`config.mk`:
```
export PLATFORM = sky130hd
export DESIGN_NAME = axi_riscv_lrsc_initiator
export DESIGN_NICKNAME = d
export VERILOG_FILES = /design/src/rtl/axi_riscv_lrsc_initiator.sv
export SDC_FILE = /design/constraint.sdc
export NUM_CORES = 1
export LEC_CHECK = 0
export CAP_MARGIN = 30
export CORE_AREA = 2 2 163 165
export CTS_CLUSTER_DIAMETER = 150
export DETAILED_ROUTE_END_ITERATION = 7
export DIE_AREA = 0 0 165 167
export GPL_TIMING_DRIVEN = 0
export PLACE_DENSITY_LB_ADDON = 0.05
export SLEW_MARGIN = 10
export SYNTH_ARGS = -nofsm -noshare
export SYNTH_HDL_FRONTEND = slang
export SYNTH_SLANG_ARGS = --single-unit
```
`constraint.sdc`:
```
create_clock -name clk_i -period 19.42 [get_ports clk_i]
set_clock_uncertainty 0.05 [all_clocks]
set_input_delay 5.826 -clock clk_i [delete_from_list [all_inputs] [get_ports clk_i]]
set_output_delay 5.826 -clock clk_i [all_outputs]
set_load 0.005 [all_outputs]
```
`src/rtl/axi_riscv_lrsc_initiator.sv`:
```
// Single-outstanding load/store/LR/SC requester on single-beat AXI4.
// LR maps to an exclusive read, SC to an exclusive write.
module axi_riscv_lrsc_initiator #(
    parameter int AXI_ADDR_WIDTH = 32,
    parameter int AXI_DATA_WIDTH = 64,
    parameter int AXI_ID_WIDTH   = 4,
    parameter int AXI_ID         = 0
) (
    input  logic                        clk_i,
    input  logic                        rst_i,
    input  logic                        req_valid_i,
    output logic                        req_ready_o,
    input  logic [1:0]                  req_op_i,
    input  logic [AXI_ADDR_WIDTH-1:0]   req_addr_i,
    input  logic [2:0]                  req_size_i,
    input  logic [AXI_DATA_WIDTH-1:0]   req_wdata_i,
    output logic                        rsp_valid_o,
    input  logic                        rsp_ready_i,
    output logic [AXI_DATA_WIDTH-1:0]   rsp_rdata_o,
    output logic                        rsp_err_o,
    output logic                        rsp_sc_fail_o,
    output logic [AXI_ADDR_WIDTH-1:0]   mst_ar_addr_o,
    output logic [2:0]                  mst_ar_size_o,
    output logic                        mst_ar_lock_o,
    output logic [AXI_ID_WIDTH-1:0]     mst_ar_id_o,
    output logic                        mst_ar_valid_o,
    input  logic                        mst_ar_ready_i,
    output logic [AXI_ADDR_WIDTH-1:0]   mst_aw_addr_o,
    output logic [2:0]                  mst_aw_size_o,
    output logic                        mst_aw_lock_o,
    output logic [AXI_ID_WIDTH-1:0]     mst_aw_id_o,
    output logic                        mst_aw_valid_o,
    input  logic                        mst_aw_ready_i,
    output logic [AXI_DATA_WIDTH-1:0]   mst_w_data_o,
    output logic [AXI_DATA_WIDTH/8-1:0] mst_w_strb_o,
    output logic                        mst_w_last_o,
    output logic                        mst_w_valid_o,
    input  logic                        mst_w_ready_i,
    input  logic [AXI_DATA_WIDTH-1:0]   mst_r_data_i,
    input  logic [1:0]                  mst_r_resp_i,
    input  logic                        mst_r_last_i,
    input  logic [AXI_ID_WIDTH-1:0]     mst_r_id_i,
    input  logic                        mst_r_valid_i,
    output logic                        mst_r_ready_o,
    input  logic [1:0]                  mst_b_resp_i,
    input  logic [AXI_ID_WIDTH-1:0]     mst_b_id_i,
    input  logic                        mst_b_valid_i,
    output logic                        mst_b_ready_o
);

    localparam int AXI_STRB_WIDTH = AXI_DATA_WIDTH / 8;
    localparam int OFF_W =
        (AXI_STRB_WIDTH > 1) ? $clog2(AXI_STRB_WIDTH) : 1;
    localparam logic [2:0] MAX_SIZE = 3'($clog2(AXI_STRB_WIDTH));
    localparam logic [AXI_ID_WIDTH-1:0] ID = AXI_ID_WIDTH'(AXI_ID);

    localparam logic [1:0] OP_LR     = 2'b10;
    localparam logic [1:0] OP_SC     = 2'b11;
    localparam logic [1:0] RESP_EXOK = 2'b01;

    typedef enum logic [1:0] {IDLE, RD, WR, RSP} state_t;

    state_t                      state;
    logic [1:0]                  op_q;
    logic [AXI_ADDR_WIDTH-1:0]   addr_q;
    logic [2:0]                  size_q;
    logic [AXI_DATA_WIDTH-1:0]   wdata_q;
    logic [AXI_STRB_WIDTH-1:0]   strb_q;
    logic                        ar_valid_q;
    logic                        aw_valid_q;
    logic                        w_valid_q;
    logic                        r_ready_q;
    logic                        b_ready_q;
    logic                        aw_done_q;
    logic                        w_done_q;
    logic                        rsp_valid_q;
    logic [AXI_DATA_WIDTH-1:0]   rsp_rdata_q;
    logic                        rsp_err_q;
    logic                        rsp_sc_fail_q;
    logic                        resv_valid_q;
    logic [AXI_ADDR_WIDTH-1:0]   resv_addr_q;

    logic [AXI_ADDR_WIDTH-1:0]   align_mask;
    logic                        req_bad;
    logic                        req_sc_miss;
    logic                        r_err;
    logic                        r_exok;
    logic                        b_err;
    logic                        b_exok;
    logic                        aw_fin;
    logic                        w_fin;

    function automatic logic [AXI_STRB_WIDTH-1:0] lane_strb(
        input logic [AXI_ADDR_WIDTH-1:0] addr,
        input logic [2:0]                size
    );
        logic [AXI_STRB_WIDTH-1:0] strb;
        int off;
        int len;
        strb = '0;
        off  = (AXI_STRB_WIDTH > 1) ? int'(addr[OFF_W-1:0]) : 0;
        len  = 1 << size;
        for (int i = 0; i < AXI_STRB_WIDTH; i++)
            strb[i] = (i >= off) && (i < off + len);
        return strb;
    endfunction

    always_comb begin
        align_mask  = AXI_ADDR_WIDTH'((32'd1 << req_size_i) - 32'd1);
        req_bad     = (req_size_i > MAX_SIZE) ||
                      ((req_addr_i & align_mask) != '0);
        req_sc_miss = (req_op_i == OP_SC) &&
                      (!resv_valid_q || (req_addr_i != resv_addr_q));
    end

    // ID or last mismatches are protocol errors, treated like bus errors
    assign r_err  = mst_r_resp_i[1] || !mst_r_last_i ||
                    (mst_r_id_i != ID);
    assign r_exok = (mst_r_resp_i == RESP_EXOK);
    assign b_err  = mst_b_resp_i[1] || (mst_b_id_i != ID);
    assign b_exok = (mst_b_resp_i == RESP_EXOK);
    assign aw_fin = aw_done_q || (aw_valid_q && mst_aw_ready_i);
    assign w_fin  = w_done_q || (w_valid_q && mst_w_ready_i);

    always_ff @(posedge clk_i or posedge rst_i) begin
        if (rst_i) begin
            state         <= IDLE;
            op_q          <= '0;
            addr_q        <= '0;
            size_q        <= '0;
            wdata_q       <= '0;
            strb_q        <= '0;
            ar_valid_q    <= 1'b0;
            aw_valid_q    <= 1'b0;
            w_valid_q     <= 1'b0;
            r_ready_q     <= 1'b0;
            b_ready_q     <= 1'b0;
            aw_done_q     <= 1'b0;
            w_done_q      <= 1'b0;
            rsp_valid_q   <= 1'b0;
            rsp_rdata_q   <= '0;
            rsp_err_q     <= 1'b0;
            rsp_sc_fail_q <= 1'b0;
            resv_valid_q  <= 1'b0;
            resv_addr_q   <= '0;
        end else begin
            unique case (state)
                IDLE: if (req_valid_i) begin
                    op_q          <= req_op_i;
                    addr_q        <= req_addr_i;
                    size_q        <= req_size_i;
                    wdata_q       <= req_wdata_i;
                    strb_q        <= lane_strb(req_addr_i, req_size_i);
                    rsp_rdata_q   <= '0;
                    rsp_err_q     <= 1'b0;
                    rsp_sc_fail_q <= 1'b0;
                    if (req_op_i == OP_SC)
                        resv_valid_q <= 1'b0;
                    if (req_bad) begin
                        rsp_err_q   <= 1'b1;
                        rsp_valid_q <= 1'b1;
                        state       <= RSP;
                    end else if (req_sc_miss) begin
                        rsp_sc_fail_q <= 1'b1;
                        rsp_valid_q   <= 1'b1;
                        state         <= RSP;
                    end else if (!req_op_i[0]) begin
                        ar_valid_q <= 1'b1;
                        state      <= RD;
                    end else begin
                        aw_valid_q <= 1'b1;
                        w_valid_q  <= 1'b1;
                        aw_done_q  <= 1'b0;
                        w_done_q   <= 1'b0;
                        state      <= WR;
                    end
                end
                RD: begin
                    if (ar_valid_q && mst_ar_ready_i) begin
                        ar_valid_q <= 1'b0;
                        r_ready_q  <= 1'b1;
                    end
                    if (r_ready_q && mst_r_valid_i) begin
                        r_ready_q   <= 1'b0;
                        rsp_rdata_q <= mst_r_data_i;
                        rsp_valid_q <= 1'b1;
                        state       <= RSP;
                        if (op_q == OP_LR) begin
                            rsp_err_q     <= r_err;
                            rsp_sc_fail_q <= r_err || !r_exok;
                            resv_valid_q  <= !r_err && r_exok;
                            resv_addr_q   <= addr_q;
                        end else begin
                            rsp_err_q <= r_err || r_exok;
                        end
                    end
                end
                WR: begin
                    if (aw_valid_q && mst_aw_ready_i) begin
                        aw_valid_q <= 1'b0;
                        aw_done_q  <= 1'b1;
                    end
                    if (w_valid_q && mst_w_ready_i) begin
                        w_valid_q <= 1'b0;
                        w_done_q  <= 1'b1;
                    end
                    if (b_ready_q && mst_b_valid_i) begin
                        b_ready_q   <= 1'b0;
                        rsp_valid_q <= 1'b1;
                        state       <= RSP;
                        if (op_q == OP_SC) begin
                            rsp_err_q     <= b_err;
                            rsp_sc_fail_q <= b_err || !b_exok;
                        end else begin
                            rsp_err_q <= b_err || b_exok;
                            // a plain store to the reserved line kills it
                            if (!b_err && !b_exok &&
                                addr_q == resv_addr_q)
                                resv_valid_q <= 1'b0;
                        end
                    end else if (aw_fin && w_fin) begin
                        b_ready_q <= 1'b1;
                    end
                end
                RSP: if (rsp_ready_i) begin
                    rsp_valid_q <= 1'b0;
                    state       <= IDLE;
                end
                default: state <= IDLE;
            endcase
        end
    end

    assign req_ready_o    = (state == IDLE);
    assign rsp_valid_o    = rsp_valid_q;
    assign rsp_rdata_o    = rsp_rdata_q;
    assign rsp_err_o      = rsp_err_q;
    assign rsp_sc_fail_o  = rsp_sc_fail_q;

    assign mst_ar_addr_o  = addr_q;
    assign mst_ar_size_o  = size_q;
    assign mst_ar_lock_o  = (op_q == OP_LR);
    assign mst_ar_id_o    = ID;
    assign mst_ar_valid_o = ar_valid_q;

    assign mst_aw_addr_o  = addr_q;
    assign mst_aw_size_o  = size_q;
    assign mst_aw_lock_o  = (op_q == OP_SC);
    assign mst_aw_id_o    = ID;
    assign mst_aw_valid_o = aw_valid_q;

    assign mst_w_data_o   = wdata_q;
    assign mst_w_strb_o   = strb_q;
    assign mst_w_last_o   = 1'b1;
    assign mst_w_valid_o  = w_valid_q;

    assign mst_r_ready_o  = r_ready_q;
    assign mst_b_ready_o  = b_ready_q;

endmodule

```
==> results.py <==
metrics = {
    "setup_path": {
        "worstSetupEndpointType": "flip-flop",
        "critPathLaunchType": "input pin",
        "worstPathMaxFanout": 7,
        "critical_path_class": "input pin to flip-flop",
        "cp.required_ps": 19770,
        "timing.critical_path.arrival_ps": 8760,
    },
    "timing": {
        "final_period_minus_worst_setup_slack_ps": 8420,
        "finalWorstSetupSlack_ps": 11000,
        "max_clock_freq_ghz": 0.119,
        "unrepaired_setup_endpoints_after_global_routing": "no",
        "worstMarginPinSlew_ps": 869,
        "timing.final.crit_share_pct": 43.3,
        "number_of_pins_with_negative_max_slew_slack_in_the_final_report": 0,
        "setup_viol": 0,
        "slew_headroom_pct": 41.6,
        "final.hold.worst_slack_ps": 424,
        "fin_setup_tns_ps": 0,
        "final_hold_viol_count": 0,
    },
    "floorplanning": {
        "coreArea_mm2": 0.0258,
        "boundaryPins": 413,
        "fp.dieArea_mm2": 0.0276,
        "initial_core_utilization_pct": 37.9,
        "rows": 59,
        "chipHeight_um": 167,
        "chipWidth_um": 165,
    },
    "detailed_routing": {
        "wl_per_cell_um": 19.6,
        "vias": 7489,
        "ant_nets": 0,
        "detailedRoute.firstIterationViolations": 380,
        "dr.pass1.iters": 5,
        "drc_errors": 0,
        "detail_route.vias_per_cell": 4.90,
        "totalWireLength_mm": 29.9,
    },
    "clocking": {
        "tritoncts_num_sinks": 218,
        "htree_levels": 1,
        "clk_lat_worst_skew_ps": 510,
        "cts_setup_buffers": 0,
        "worst_case_clock_buffer_depth": 3,
        "cts_resized": 0,
        "clock_tree.root_cell": "sky130_fd_sc_hd__clkbuf_16",
        "cts.clk_slew.worst_paths_ps": 60,
        "cts_hold_buffers": 0,
        "cts_buffer_count": 25,
        "tritoncts": "done",
    },
    "global_route": {
        "grt_first_pass_wirelength_mm": 45.4,
        "via_count_of_the_first_global_routing_pass": 7770,
        "leftover_overflow_at_the_end_of_global_routing": 0,
        "grtUsageTotal_pct": 21.3,
        "grt_start_max_net_pins": 104,
        "antenna_found_initial": 1,
    },
    "placed_design": {
        "gp_routability_congestion": 0.769,
        "detailed_place_hpwl_mm": 22.9,
        "setup_slack_at_placement_ps": 10490,
        "placement.io_buffers": 403,
    },
    "cells_and_area": {
        "post_route_cells_drive_above_1_share_pct": 18.4,
        "seq_area_mm2": 0.00546,
        "flow.area_growth_from_synthesis_pct": 54.0,
        "area_of_the_multi_input_gates_mm2": 0.00380,
        "post-route-util_pct": 58.4,
        "layout.filler_cells": 2188,
        "num-nets-final": 1382,
    },
    "power_and_ir_drop": {
        "leakagePower_nw": 6.68,
        "clkPwrFrac_pct": 19.3,
        "total_power_mw": 2.24,
        "netSwitchingPower_mw": 0.693,
        "share_seq_of_total_power_pct": 35.6,
        "power_switching_share_pct": 31.0,
        "power_report.internal_total_mw": 1.55,
        "power.density_cell_area_mw_per_mm2": 149,
        "irDropWorstVdd_v": 0.0000849,
        "pwr-share-comb_pct": 45.1,
    },
    "synth": {
        "synth_area_mm2": 0.00977,
        "yosys_most_used_dff": "sky130_fd_sc_hd__dfrtp_1",
        "number_of_distinct_standard_cells_referenced_by_the_synthesized_netlist": 57,
        "async_reset_ff_share_pct": 100,
        "synth-seq-cells": 218,
        "synth.top_cell.area_share_pct": 55.9,
        "synth.yosys.seq_area_share_pct": 55.9,
        "yosys-top-cells-area": "sky130_fd_sc_hd__dfrtp_1, sky130_fd_sc_hd__mux2_2, sky130_fd_sc_hd__a22o_1",
        "synth-edff-count": 0,
        "synth.largest_area_cell": "sky130_fd_sc_hd__dfrtp_1",
        "synthesis.instances": 743,
        "syn_area_per_cell_um2": 13.1,
        "ys.warnings.count": 0,
    },
    "flow_run": {
        "max_cap_violations": 0,
    },
    "min_path": {
        "hold_path_class": "flip-flop to flip-flop",
    },
    "outcome": {
        "run_status": "finished, final reports clean",
    },
}
==> cell families after synthesis <==
| kind of cell | synth area share [%] |
|---|---|
| buffers and inverters | 5.47 |
| adder cells (fa/ha/maj) | 1.84 |
| AND/OR/NAND/NOR | 4.89 |
| other | 0.0769 |
| AO/OA/AOI/OAI | 10.4 |
| XOR/XNOR | 5.92 |
| multiplexers | 15.6 |
| flip-flops | 55.9 |
==> layout make-up <==
| type | instances | share of cell area, % |
|---|---|---|
| repair buffers | 405 | 27.2 |
| diodes | 1 | 0.0166 |
| clock buffers | 34 | 4.52 |
| well taps | 335 | 2.79 |
| clock inverters | 4 | 0.300 |
| flip-flops and latches | 218 | 36.3 |
| inverters | 17 | 0.474 |
| plain buffers | 76 | 3.13 |
| multi-input cells | 439 | 25.3 |
==> sequential cells by signal, summed over array words and instances, names as in the netlist <==
name / cells
mst_r_ready_o: 1
mst_w_data_o: 64
rsp_rdata_o: 64
mst_b_ready_o: 1
op_q: 2
state: 2
resv_addr_q: 32
mst_ar_size_o: 3
resv_valid_q: 1
w_done_q: 1
mst_ar_valid_o: 1
mst_ar_addr_o: 32
aw_done_q: 1
mst_w_valid_o: 1
rsp_err_o: 1
rsp_valid_o: 1
mst_aw_valid_o: 1
mst_w_strb_o: 8
rsp_sc_fail_o: 1
==> metal layers <==
layer,global-route usage (%),routed length (µm),vias up
met5,0,0,-
met4,4.84,562,0
met3,6.70,2580,38
met2,36.1,14800,252
met1,26.6,11900,3710
li1,-,-,3489
==> metrics by stage <==
stage	std cells	cell area, µm²
after global routing	1529	15000
final	1529	15000
after global placement	1488	14200
after detailed placement	1490	14300
after floorplan	750	9790
after CTS	1528	15000
==> synthesized netlist by cell type, types with 7 or more instances <==
| master | number |
|---|---|
| sky130_fd_sc_hd__a21o_1 | 7 |
| sky130_fd_sc_hd__a22o_1 | 66 |
| sky130_fd_sc_hd__a31oi_1 | 7 |
| sky130_fd_sc_hd__buf_4 | 44 |
| sky130_fd_sc_hd__clkbuf_1 | 27 |
| sky130_fd_sc_hd__dfrtp_1 | 218 |
| sky130_fd_sc_hd__ha_1 | 12 |
| sky130_fd_sc_hd__inv_1 | 17 |
| sky130_fd_sc_hd__mux2_2 | 133 |
| sky130_fd_sc_hd__nand2_1 | 19 |
| sky130_fd_sc_hd__nand3_1 | 9 |
| sky130_fd_sc_hd__nand4_1 | 7 |
| sky130_fd_sc_hd__nor2_1 | 13 |
| sky130_fd_sc_hd__nor4_1 | 13 |
| sky130_fd_sc_hd__o21ai_0 | 13 |
| sky130_fd_sc_hd__xor2_1 | 61 |
==> power groups by stage <==
stage	registers (mW)	clock network, mW	logic, mW
global route	0.826	0.465	1.09
finish	0.798	0.432	1.01
CTS	0.799	0.445	1.03
floorplan	0.790	0	0.430
global placement	0.796	0	1.02
detailed placement	0.802	0	1.02
==> worst max-delay path, stage by stage <==
cell                              delay (ps)
sky130_fd_sc_hd__clkdlybuf4s50_1         660
sky130_fd_sc_hd__or3_1                   200
sky130_fd_sc_hd__inv_1                    50
sky130_fd_sc_hd__ha_1                    200
sky130_fd_sc_hd__fa_1                    400
sky130_fd_sc_hd__or4_1                   540
sky130_fd_sc_hd__a211o_1                 330
sky130_fd_sc_hd__nor2_1                  230
sky130_fd_sc_hd__o21ai_0                 130
sky130_fd_sc_hd__a22o_1                  190
==> layout by cell type (no fill, tap or decap), types with 4 or more instances in the layout <==
cell type / synthesis / final
sky130_fd_sc_hd__clkbuf_16: 0 / 25
sky130_fd_sc_hd__o21ai_0: 13 / 13
sky130_fd_sc_hd__dfrtp_1: 218 / 218
sky130_fd_sc_hd__nand2_1: 19 / 19
sky130_fd_sc_hd__buf_4: 44 / 44
sky130_fd_sc_hd__mux2_2: 133 / 133
sky130_fd_sc_hd__nand4_1: 7 / 7
sky130_fd_sc_hd__conb_1: 2 / 9
sky130_fd_sc_hd__clkbuf_1: 27 / 34
sky130_fd_sc_hd__or4_1: 5 / 5
sky130_fd_sc_hd__ha_1: 12 / 12
sky130_fd_sc_hd__a21o_1: 7 / 7
sky130_fd_sc_hd__nor4_1: 13 / 13
sky130_fd_sc_hd__o21ai_1: 4 / 4
sky130_fd_sc_hd__a31oi_1: 7 / 7
sky130_fd_sc_hd__xnor2_1: 5 / 5
sky130_fd_sc_hd__nor3_1: 4 / 4
sky130_fd_sc_hd__clkbuf_8: 2 / 4
sky130_fd_sc_hd__inv_1: 17 / 16
sky130_fd_sc_hd__a21oi_1: 6 / 6
sky130_fd_sc_hd__a22o_1: 66 / 66
sky130_fd_sc_hd__nand3_1: 9 / 9
sky130_fd_sc_hd__nor2_1: 13 / 13
sky130_fd_sc_hd__xor2_1: 61 / 61
sky130_fd_sc_hd__clkdlybuf4s50_1: 0 / 403
==> path summary, 6_finish.rpt <==
kind	endpoint	from	slack, ps	cells past startpoint
setup reg to reg	mst_w_data_o[33]	state[0]	16400	7
min in group asynchronous	rsp_rdata_o[32]	rst_i	5650	2
max in group asynchronous	mst_ar_addr_o[8]	rst_i	12500	4
hold reg to reg	mst_w_strb_o[0]	mst_w_strb_o[0]	420	1
hold / removal	mst_w_strb_o[0]	mst_w_strb_o[0]	420	1
setup / recovery	mst_w_strb_o[2]	req_size_i[0]	11000	10
Power figures use the tool's default switching activity.
